==> config.mk <==
export PLATFORM = sky130hd
export DESIGN_NAME = mips_muldiv_unit
export DESIGN_NICKNAME = d
export VERILOG_FILES = /design/src/rtl/mips_muldiv_unit.sv
export SDC_FILE = /design/constraint.sdc
export NUM_CORES = 1
export LEC_CHECK = 0
export CORE_UTILIZATION = 35
export CTS_BUF_LIST = sky130_fd_sc_hd__clkbuf_4 sky130_fd_sc_hd__clkbuf_8
export CTS_CLUSTER_SIZE = 20
export DETAILED_ROUTE_END_ITERATION = 6
export HOLD_SLACK_MARGIN = 0.03
export PLACE_DENSITY_LB_ADDON = 0.12
export SYNTH_ARGS = -nofsm -noshare
export SYNTH_HDL_FRONTEND = slang
export SYNTH_SLANG_ARGS = --single-unit
export TNS_END_PERCENT = 5
==> constraint.sdc <==
create_clock -name clk -period 5.9 [get_ports clk]
set_clock_uncertainty 0.15 [all_clocks]
set_input_delay 1.18 -clock clk [delete_from_list [all_inputs] [get_ports clk]]
set_output_delay 1.18 -clock clk [all_outputs]
set_load 0.01 [all_outputs]
==> src/rtl/mips_muldiv_unit.sv <==
// Iterative multiply/divide unit with architectural HI/LO registers.
// Executes MULT, MULTU, DIV, DIVU (one bit per cycle) and MTHI/MTLO (single edge).
// Signed operations run on magnitudes; the sign is restored in the FINISH state.
module mips_muldiv_unit #(
  parameter int WIDTH = 32,
  parameter int CW    = $clog2(WIDTH) + 1
) (
  input  logic             clk,
  input  logic             reset,
  input  logic             start_x,
  input  logic [2:0]       op_x,
  input  logic [WIDTH-1:0] a_x,
  input  logic [WIDTH-1:0] b_x,
  input  logic             abort,
  output logic [WIDTH-1:0] hi,
  output logic [WIDTH-1:0] lo,
  output logic             busy,
  output logic             done,
  output logic             div_by_zero
);

  localparam logic [2:0] OP_MTHI = 3'b100;
  localparam logic [2:0] OP_MTLO = 3'b101;

  typedef enum logic [1:0] {
    S_IDLE   = 2'b00,
    S_RUN    = 2'b01,
    S_FINISH = 2'b10
  } state_e;

  state_e               state_q, state_d;
  logic [CW-1:0]        cnt_q, cnt_d;
  // Multiply: {partial product, remaining multiplier bits}.
  // Divide:   {partial remainder, dividend bits shifting into quotient}.
  logic [2*WIDTH-1:0]   acc_q, acc_d;
  logic [WIDTH-1:0]     opnd_q, opnd_d;   // |multiplicand| or |divisor|
  logic [WIDTH-1:0]     araw_q, araw_d;   // dividend as issued, for divide-by-zero
  logic [WIDTH-1:0]     hi_q, hi_d;
  logic [WIDTH-1:0]     lo_q, lo_d;
  logic                 div_q, div_d;
  logic                 neg_q, neg_d;     // negate product / quotient
  logic                 rneg_q, rneg_d;   // negate remainder
  logic                 dz_q, dz_d;       // divisor was zero
  logic                 done_q, done_d;
  logic                 dbz_q, dbz_d;

  function automatic logic [WIDTH-1:0] neg_w(input logic [WIDTH-1:0] v);
    return {WIDTH{1'b0}} - v;
  endfunction

  // Issue decode: operand magnitudes and sign flags.
  logic             md_op_s;
  logic             sgn_op_s;
  logic             a_neg_s;
  logic             b_neg_s;
  logic [WIDTH-1:0] a_abs_s;
  logic [WIDTH-1:0] b_abs_s;

  assign md_op_s  = ~op_x[2];
  assign sgn_op_s = ~op_x[0];
  assign a_neg_s  = sgn_op_s & a_x[WIDTH-1];
  assign b_neg_s  = sgn_op_s & b_x[WIDTH-1];
  assign a_abs_s  = a_neg_s ? neg_w(a_x) : a_x;
  assign b_abs_s  = b_neg_s ? neg_w(b_x) : b_x;

  // One iteration step of shift-add multiply and restoring divide.
  logic [WIDTH:0]   mul_sum_s;
  logic [WIDTH:0]   div_shift_s;
  logic [WIDTH-1:0] div_sub_s;
  logic [WIDTH-1:0] div_rem_s;
  logic             div_ge_s;

  assign mul_sum_s   = {1'b0, acc_q[2*WIDTH-1:WIDTH]}
                     + (acc_q[0] ? {1'b0, opnd_q} : {(WIDTH+1){1'b0}});
  assign div_shift_s = {acc_q[2*WIDTH-1:WIDTH], acc_q[WIDTH-1]};
  assign div_ge_s    = (div_shift_s >= {1'b0, opnd_q});
  // When div_ge_s holds the difference is below 2^WIDTH, so the low bits suffice.
  assign div_sub_s   = div_shift_s[WIDTH-1:0] - opnd_q;
  assign div_rem_s   = div_ge_s ? div_sub_s : div_shift_s[WIDTH-1:0];

  // Sign fixup applied at FINISH.
  logic [2*WIDTH-1:0] prod_fix_s;
  logic [WIDTH-1:0]   quo_fix_s;
  logic [WIDTH-1:0]   rem_fix_s;

  assign prod_fix_s = neg_q  ? ({(2*WIDTH){1'b0}} - acc_q) : acc_q;
  assign quo_fix_s  = neg_q  ? neg_w(acc_q[WIDTH-1:0]) : acc_q[WIDTH-1:0];
  assign rem_fix_s  = rneg_q ? neg_w(acc_q[2*WIDTH-1:WIDTH]) : acc_q[2*WIDTH-1:WIDTH];

  // Next-state, datapath and HI/LO update logic.
  always_comb begin
    state_d = state_q;
    cnt_d   = cnt_q;
    acc_d   = acc_q;
    opnd_d  = opnd_q;
    araw_d  = araw_q;
    hi_d    = hi_q;
    lo_d    = lo_q;
    div_d   = div_q;
    neg_d   = neg_q;
    rneg_d  = rneg_q;
    dz_d    = dz_q;
    done_d  = 1'b0;
    dbz_d   = 1'b0;
    case (state_q)
      S_IDLE: begin
        if (start_x && md_op_s) begin
          state_d = S_RUN;
          cnt_d   = {CW{1'b0}};
          div_d   = op_x[1];
          neg_d   = a_neg_s ^ b_neg_s;
          rneg_d  = a_neg_s;
          dz_d    = (b_x == {WIDTH{1'b0}});
          araw_d  = a_x;
          opnd_d  = op_x[1] ? b_abs_s : a_abs_s;
          acc_d   = {{WIDTH{1'b0}}, (op_x[1] ? a_abs_s : b_abs_s)};
        end else if (start_x && (op_x == OP_MTHI)) begin
          hi_d = a_x;
        end else if (start_x && (op_x == OP_MTLO)) begin
          lo_d = a_x;
        end else begin
          state_d = S_IDLE;
        end
      end
      S_RUN: begin
        if (abort) begin
          state_d = S_IDLE;
        end else begin
          if (div_q) begin
            acc_d = {div_rem_s, acc_q[WIDTH-2:0], div_ge_s};
          end else begin
            acc_d = {mul_sum_s, acc_q[WIDTH-1:1]};
          end
          cnt_d = cnt_q + {{(CW-1){1'b0}}, 1'b1};
          if (cnt_q == CW'(WIDTH - 1)) begin
            state_d = S_FINISH;
          end else begin
            state_d = S_RUN;
          end
        end
      end
      S_FINISH: begin
        state_d = S_IDLE;
        if (!abort) begin
          done_d = 1'b1;
          if (div_q && dz_q) begin
            lo_d  = {WIDTH{1'b1}};
            hi_d  = araw_q;
            dbz_d = 1'b1;
          end else if (div_q) begin
            lo_d = quo_fix_s;
            hi_d = rem_fix_s;
          end else begin
            {hi_d, lo_d} = prod_fix_s;
          end
        end else begin
          done_d = 1'b0;
        end
      end
      default: begin
        state_d = S_IDLE;
      end
    endcase
  end

  // State and datapath registers with synchronous reset.
  always_ff @(posedge clk) begin
    if (reset) begin
      state_q <= S_IDLE;
      cnt_q   <= {CW{1'b0}};
      acc_q   <= {(2*WIDTH){1'b0}};
      opnd_q  <= {WIDTH{1'b0}};
      araw_q  <= {WIDTH{1'b0}};
      hi_q    <= {WIDTH{1'b0}};
      lo_q    <= {WIDTH{1'b0}};
      div_q   <= 1'b0;
      neg_q   <= 1'b0;
      rneg_q  <= 1'b0;
      dz_q    <= 1'b0;
      done_q  <= 1'b0;
      dbz_q   <= 1'b0;
    end else begin
      state_q <= state_d;
      cnt_q   <= cnt_d;
      acc_q   <= acc_d;
      opnd_q  <= opnd_d;
      araw_q  <= araw_d;
      hi_q    <= hi_d;
      lo_q    <= lo_d;
      div_q   <= div_d;
      neg_q   <= neg_d;
      rneg_q  <= rneg_d;
      dz_q    <= dz_d;
      done_q  <= done_d;
      dbz_q   <= dbz_d;
    end
  end

  assign hi          = hi_q;
  assign lo          = lo_q;
  assign busy        = (state_q != S_IDLE);
  assign done        = done_q;
  assign div_by_zero = dbz_q;

endmodule

Word level (Yosys, flattened, before mapping)
Index checks and enable logic that the tools add are counted.

cells by class
  add/sub/neg operators = 8
  magnitude comparators = 1
  eq/ne operators = 14
  muxes and demuxes = 37
  bitwise logic cells = 6
  reduce and logical (&&, ||, !) cells = 16

operators with widths
  cell                                                number
  two-way mux 32 bit                                  19
  two-way mux 64 bit                                  4
  case mux 32 bit (2 select lines)                    2
  case mux 64 bit (2 select lines)                    1
  subtractor 1 x 32 -> 32 bit (first input constant)  4
  subtractor 1 x 64 -> 64 bit (first input constant)  1
  adder 32 x 32 -> 33 bit                             1
  greater-or-equal comparator 33 x 32 -> 1 bit        1
  logical NOT 32 bit                                  1
  subtractor 32 bit                                   1
  != test 2 bit (second input constant)               7
  two-way mux 6 bit                                   2
  case mux 6 bit (2 select lines)                     1
  two-way mux 2 bit                                   5
  adder 6 x 1 -> 6 bit (second input constant)        1
  == test 3 bit (second input constant)               2
  == test 6 x 5 -> 1 bit (second input constant)      1
  != test 3 bit (second input constant)               2
  nonzero test 2 bit                                  3
  AND reduction 5 bit                                 1
  logical AND 1 bit                                   4
  case mux 2 bit (2 select lines)                     1
  AND reduction 2 bit                                 2
  AND reduction 4 bit                                 1
  10 further kinds                                    14

storage, ports and cells
  flip-flop bits (word level) = 206
  bits of input ports = 71
  output and inout bits = 67

Depth between registers and ports, before layout
Gate-level depths: netlist (run 1).

  depth in word-level cells = 6
  mapped depth = 14

Worst setup path before layout (run 1)
No wires, ideal clock.

  path kind = input to register
  from = input a_x[11]
  to = register opnd_q[27]
  library setup time = 0.128 ns
  arrival = 3.358 ns
  setup slack = 2.264 ns
  stages on the path = 10
  path through = clkbuf_1 -> or4_1 -> or4_4 -> nor3_2 -> and2_1 -> a21oi_1 -> xnor2_1 -> nor3_1 -> a221oi_1 -> nor2_1

between the ends
  word-level cells in the longest chain between the ends = 3

ends and longest elaborated chain
  item                         line  RTL
  from (decl)                  12    input logic [WIDTH-1:0] a_x,
  subtractor 1 x 32 -> 32 bit  48    return {WIDTH{1'b0}} - v;
  two-way mux 32 bit           63    assign a_abs_s = a_neg_s ? neg_w(a_x) : a_x;
  two-way mux 32 bit           115   opnd_d = op_x[1] ? b_abs_s : a_abs_s;
  to (signal assigned)         172   opnd_q <= {WIDTH{1'b0}};
  to (signal assigned)         186   opnd_q <= opnd_d;
  to (decl)                    36    logic [WIDTH-1:0] opnd_q, opnd_d;

No other way between the ends.
A chain may end at the register's enable or synchronous reset.

Worst setup path after layout (run 1)
  from = register acc_q[0]
  to = register acc_q[60]

between the ends
  word-level cells in the longest chain between the ends = 5

ends and longest elaborated chain
  item                              line  RTL
  from (decl)                       35    logic [2*WIDTH-1:0] acc_q, acc_d;
  from (signal assigned)            171   acc_q <= {(2*WIDTH){1'b0}};
  two-way mux 32 bit                74    + (acc_q[0] ? {1'b0, opnd_q} : {(WIDTH+1){1'b0}});
  adder 32 x 32 -> 33 bit           74
  two-way mux 64 bit                129   if (div_q) begin
  two-way mux 64 bit                126   if (abort) begin
  case mux 64 bit (2 select lines)  105   case (state_q)

No other way between the ends. The select of a mux whose other input is x is not followed.

==> results.json, run 1 <==
{
  "routabilityCongestion": 0.936,
  "hold_start": "lo[9]",
  "grt_max_degree": 82,
  "drtIter0Drc": 1681,
  "vias": 17500,
  "outcome": "completed",
  "crit_start": "acc_q[0]",
  "synth_seq_area_share_pct": 25.2,
  "pin_count": 138,
  "yosys.area.top_type_share_pct": 25.2,
  "pre_cts_slack_ns": 1.43,
  "fmax_ghz": 0.229,
  "synth_fp_nets": 2417,
  "cts_resized": 0,
  "arrival_ns": 4.77,
  "leakage_nw": 7.17,
  "clock_sinks": 206,
  "synthTopCellsByArea": "dfxtp_1 (25%), a21oi_1 (7.6%), nor2_1 (6.8%), nand2_1 (6.3%), xnor2_1 (5.4%)",
  "min_path_cells": 2,
  "syn_area_um2": 16300,
  "crit_type": "reg -> reg",
  "drcViolationCount": 0,
  "drt-total-wl_um": 69500,
  "clock_path_buffers": 3,
  "clock_latency_ns": 0.62,
  "drive_gt1_share_pct": 6.75,
  "initial_utilization_pct": 35.8,
  "r2r_cells": 13,
  "start_kind": "flip-flop",
  "ys_ff_latch": 206,
  "n_antenna_cell": 0,
  "postCtsSetupBuffers": 0,
  "drv_slew": 0,
  "die_x_um": 218,
  "synth_cell_types": 85,
  "setup_viol": 0,
  "min_period_ns": 4.36,
  "grt_pass1_wl_um": 104000,
  "syn_area_per_cell_um2": 7.18,
  "core-area_um2": 45700,
  "cts_tree": "yes",
  "port_buffers": 137,
  "synthCells": 2275,
  "dr.pass1.iters": 6,
  "cts_made_buffers": 42,
  "hold_viol": 0,
  "setup_tns_ns": 0,
  "htree_levels": 2,
  "r2r-start": "acc_q[0]",
  "grt_setup_unrepaired": "false",
  "area_delta_synth_final_pct": 16.3,
  "clk_pin_slew_ns": 0.06,
  "grt_usage_pct": 28.6,
  "maxCapViolCount": 0,
  "hold_class": "reg -> reg",
  "finalNetCount": 2466,
  "ir_worst_vdd_mv": 0.124,
  "min_period_over_period_pct": 73.9,
  "fin_ws_ns": 1.54,
  "yosys_warnings": 0,
  "grt_pass1_vias": 16200,
  "worst_pin_slew_ns": 1.01,
  "ys.flop_type": "dfxtp_1",
  "cp_data_required_time_ns": 6.30,
  "synth_top_area_cell": "dfxtp_1",
  "wl_per_cell_um": 23.5,
  "dieArea_um2": 47600,
  "crit_fanout": 30,
  "power_density_nw_per_um2": 220,
  "fp.dieH_um": 218,
  "cts_root_buf": "clkbuf_8",
  "vias_per_cell": 5.94,
  "antenna_found_initial": 0,
  "async_flop_share_pct": 0,
  "synth_edf_count": 0,
  "dp_hpwl_um": 52200,
  "maxSlewHeadroom_pct": 32.6,
  "ctsHoldBuffers": 0,
  "grt-ovfl-total": 0,
  "core.rowCount": 78,
  "worstSetupEndpointType": "flip-flop",
  "antenna_left": 0
}
-- path summary, 6_finish.rpt --
kind | slack, ns | end
hold / removal | 0.30 | lo[9]
setup / recovery | 1.54 | acc_q[60]
setup reg to reg | 1.54 | acc_q[60]
hold reg to reg | 0.30 | lo[9]
-- stage by stage --
stage,hold WS [ns],cell area (µm²),utilization [%],cells,power (mW)
6_report,0.303,19000,41.6,2954,4.18
5_1_grt,0.320,19000,41.6,2954,4.34
4_1_cts,0.303,19000,41.6,2954,4.18
3_5_place_dp,0.296,18100,39.6,2880,2.53
3_3_place_gp,0.291,18100,39.6,2880,2.53
2_1_floorplan,0.282,16300,-,2275,2.16
-- synth_stat cells (all sizes together) (9+ instances only) --
master,instances
a2111oi,11
a211oi,64
a21o,18
a21oi,247
a221o,12
a221oi,11
a22o,10
a31oi,34
and2,9
and3,14
buf,21
clkbuf,147
dfxtp,206
ha,69
inv,73
mux2i,62
nand2,273
nand2b,16
nand3,40
nand4,15
nor2,296
nor2b,11
nor3,86
nor4,23
o211ai,17
o21a,13
o21ai,113
o21bai,10
o221ai,20
o22ai,12
o31ai,26
o41ai,12
or2,11
or3,16
or4,13
xnor2,100
xor2,72
-- cell families after synthesis --
kind of cell / count (synthesis) / share of synthesized area [%]
muxes: 65 / 4.00
adders and majority gates: 71 / 5.53
and+or+nand+nor: 843 / 23.5
xor gates and xnor gates: 172 / 9.22
DFF: 206 / 25.2
AOI/OAI and AO/OA: 677 / 26.7
buffers and inverters: 241 / 5.82
-- report_power, final --
part,leakage [nW],internal (mW),switching (mW)
clock,0.485,0.936,0.720
combinational,5.00,0.363,0.641
sequential,1.68,1.45,0.0732
total,7.17,2.75,1.43
-- worst max-delay path: stages, from the launching register on --
cell and delay [ns]:
dfxtp_1 0.60, inv_1 0.17, buf_4 0.28, nor2_1 0.14
ha_1 0.30, a2111oi_0 0.64, a211oi_1 0.16, o211ai_1 0.23
a211o_1 0.25, a21oi_1 0.08, a2111oi_0 0.80, xnor2_1 0.19
o21ai_0 0.11, a21oi_1 0.18
-- cell usage in the layout (no fill, tap or decap), types with 18 or more instances in the layout --
cell type and instances:
nor2_1 295, nand2_1 273, a21oi_1 247, dfxtp_1 205, clkdlybuf4s50_1 135, o21ai_0 108, xnor2_1 100, nor3_1 83
inv_1 73, xor2_1 72, ha_1 69, a211oi_1 63, mux2i_1 62, clkbuf_8 53, nand3_1 39, buf_4 36
a31oi_1 34, o31ai_1 22, o221ai_1 20, a21o_1 18, nor4_1 18
-- sequential cells by signal (all words and copies together) (netlist names) --
register     cells
araw_q          32
dz_q             1
div_q            1
lo              32
div_by_zero      1
neg_q            1
state_q          2
opnd_q          32
done             1
cnt_q            6
acc_q           64
hi              32
rneg_q           1
-- per-layer routing --
layer	global-route usage, %	vias up	share of wire (%)
li1	-	8267	-
met1	40.6	8545	46
met2	44.5	648	44
met3	4.78	80	7.4
met4	7.44	0	2.2
met5	0	-	0
-- area by class of cell --
cell class                      instances  area, µm²
Clock buffer                           66        827
Clock inverter                          8       75.1
Fill cell                            4820      26700
Inverter                               73        274
Multi-Input combinational cell       1828      11300
Sequential cell                       206       4130
Tap cell                              600        751
Timing Repair Buffer                  173       1640
(Power assumes the default switching activity.)
==> run 2, diff against run 1 <==
clock period = 3.9 ns   (was 5.9 ns; I/O delays follow)
==> results.json, run 2 (synthesized netlist as in run 1, its figures left out) <==
{
  "internal_power_mw": 4.11,
  "netSwitchingPower_mw": 2.19,
  "area_delta_synth_final_pct": 21.2,
  "r2r-start": "opnd_q[18]",
  "clock_sinks": 206,
  "maxCapViolCount": 0,
  "ir_worst_vdd_mv": 0.215,
  "instances_no_fill": 3054,
  "die_x_um": 218,
  "setup_tns_ns": 0,
  "drt-total-wl_um": 71900,
  "pin_count": 138,
  "min_period_over_period_pct": 98.0,
  "clk_pin_slew_ns": 0.06,
  "htree_levels": 2,
  "dieArea_um2": 47600,
  "pwr-share-seq_pct": 36.4,
  "swShare_pct": 34.8,
  "cts_root_buf": "clkbuf_8",
  "dp_hpwl_um": 55100,
  "clock_path_buffers": 3,
  "maxSlewHeadroom_pct": 30.3,
  "timing.rr.end": "acc_q[59]",
  "min_period_ns": 3.82,
  "drtIter0Drc": 1723,
  "finalNetCount": 2568,
  "final_common_cell": "nor2_1",
  "start_kind": "input pin",
  "antenna_left": 0,
  "antenna_found_initial": 0,
  "wl_per_cell_um": 23.5,
  "regMostFlops": "acc_q",
  "cp_data_required_time_ns": 4.23,
  "core-area_um2": 45700,
  "min_path_cells": 2,
  "min_to": "araw_q[5]",
  "r2r_cells": 11,
  "cts_made_buffers": 42,
  "grt_pass1_wl_um": 107000,
  "fillCellCount": 4719,
  "fmax_ghz": 0.262,
  "power_density_nw_per_um2": 318,
  "grt-ovfl-total": 0,
  "hold_start": "araw_q[5]",
  "vias_per_cell": 5.91,
  "p_comb_share_pct": 25.8,
  "drv_slew": 0,
  "clock_latency_ns": 0.63,
  "layout_common_cells": "nor2_1 (295), nand2_1 (273), a21oi_1 (247), dfxtp_1 (205), clkdlybuf4s50_1 (135)",
  "postCtsSetupBuffers": 0,
  "drcViolationCount": 0,
  "largest_reg_flops": 64,
  "worstSetupEndpointType": "flip-flop",
  "routabilityCongestion": 0.936,
  "worst_pin_slew_ns": 1.04,
  "port_buffers": 137,
  "hold_class": "reg -> reg",
  "fp.dieH_um": 218,
  "grt_max_degree": 82,
  "setup_viol": 0,
  "outcome": "completed",
  "drive_gt1_share_pct": 10.5,
  "initial_utilization_pct": 35.8,
  "dr.pass1.iters": 7,
  "ctsHoldBuffers": 0,
  "place_inst": 2982,
  "crit_type": "in -> reg",
  "leakage_nw": 7.67,
  "grt_pass1_vias": 16600,
  "crit_fanout": 4,
  "pwr-share-clk_pct": 37.7,
  "cts_tree": "yes",
  "arrival_ns": 4.15,
  "grt_setup_unrepaired": "false",
  "ff2ff_setup_slack_ns": 0.20,
  "hold_viol": 0,
  "core.rowCount": 78,
  "grt_usage_pct": 29.7,
  "vias": 18000
}
## run 2: cell types whose count changed in the layout (fill, tap and decap cells not counted), sizes merged
cell / delta
buf: +102
clkbuf: -8
diode: +1
clkinvlp: +1
clkinv: +4
## run 2: worst max-delay path, stage by stage
cell and delay [ns]:
clkdlybuf4s50_1 0.42, nor3_1 0.67, nand2b_1 0.41, nor4_1 0.85
nand2b_1 0.23, a21oi_1 0.22, xor2_1 0.22, nor2_1 0.07
nor3_1 0.18, nor3_1 0.08
## run 2: area by class of cell
cell class | count | area [µm²] | share of cell area, %
inverters | 73 | 274 | 1.38
clock buffers | 58 | 736 | 3.72
flip-flops and latches | 206 | 4130 | 20.8
multi-input cells | 1828 | 11300 | 57.1
diodes | 1 | 2.50 | 0.0126
clock inverters | 13 | 108 | 0.544
well taps | 600 | 751 | 3.79
repair buffers | 275 | 2490 | 12.6
## run 2: repair_timing
action / 4_1_cts / 5_1_grt
gates resized for setup: 0 / 3
endpoints found under the setup margin: 0 / 3
hold endpoints to repair: 0 / 0
## run 2: stage by stage
step	power, mW	worst slack (ns)	util (%)	area [µm²]	hold WS, ns
floorplan	3.27	0.664	-	16300	0.282
global placement	3.93	-0.521	41.5	18900	0.289
detailed placement	3.93	-0.335	41.5	18900	0.295
CTS	6.31	0.162	43.3	19800	0.302
global route	6.56	0.00247	43.3	19800	0.330
finish	6.30	0.0771	43.3	19800	0.302
## run 2: how the worst max path moves through the flow
| stage | from | endpoint | slack (ns) | cells after the start |
|---|---|---|---|---|
| after floorplan | a_x[11] | opnd_q[27] | 0.66 | 10 |
| after detailed placement | a_x[22] | acc_q[30] | -0.34 | 10 |
| final | a_x[22] | acc_q[30] | 0.08 | 10 |
| after CTS | acc_q[0] | acc_q[60] | 0.16 | 14 |
| after global placement | a_x[22] | acc_q[30] | -0.52 | 10 |
| after global routing | acc_q[0] | acc_q[60] | 0.002 | 14 |
## run 2: per-layer routing
metal,GRT usage (%),up-vias,part of all wire [%]
li1,-,8460,-
met1,42.9,8643,46
met2,45.2,827,43
met3,3.77,112,7.9
met4,9.46,0,2.9
met5,0,-,0
## run 2: power groups by stage
stage	Clock [mW]	Sequential (mW)	Combinational, mW
after global routing	2.52	2.31	1.74
after floorplan	0	2.29	0.972
after global placement	0	2.33	1.59
after CTS	2.42	2.29	1.60
after detailed placement	0	2.34	1.59
final	2.38	2.30	1.63
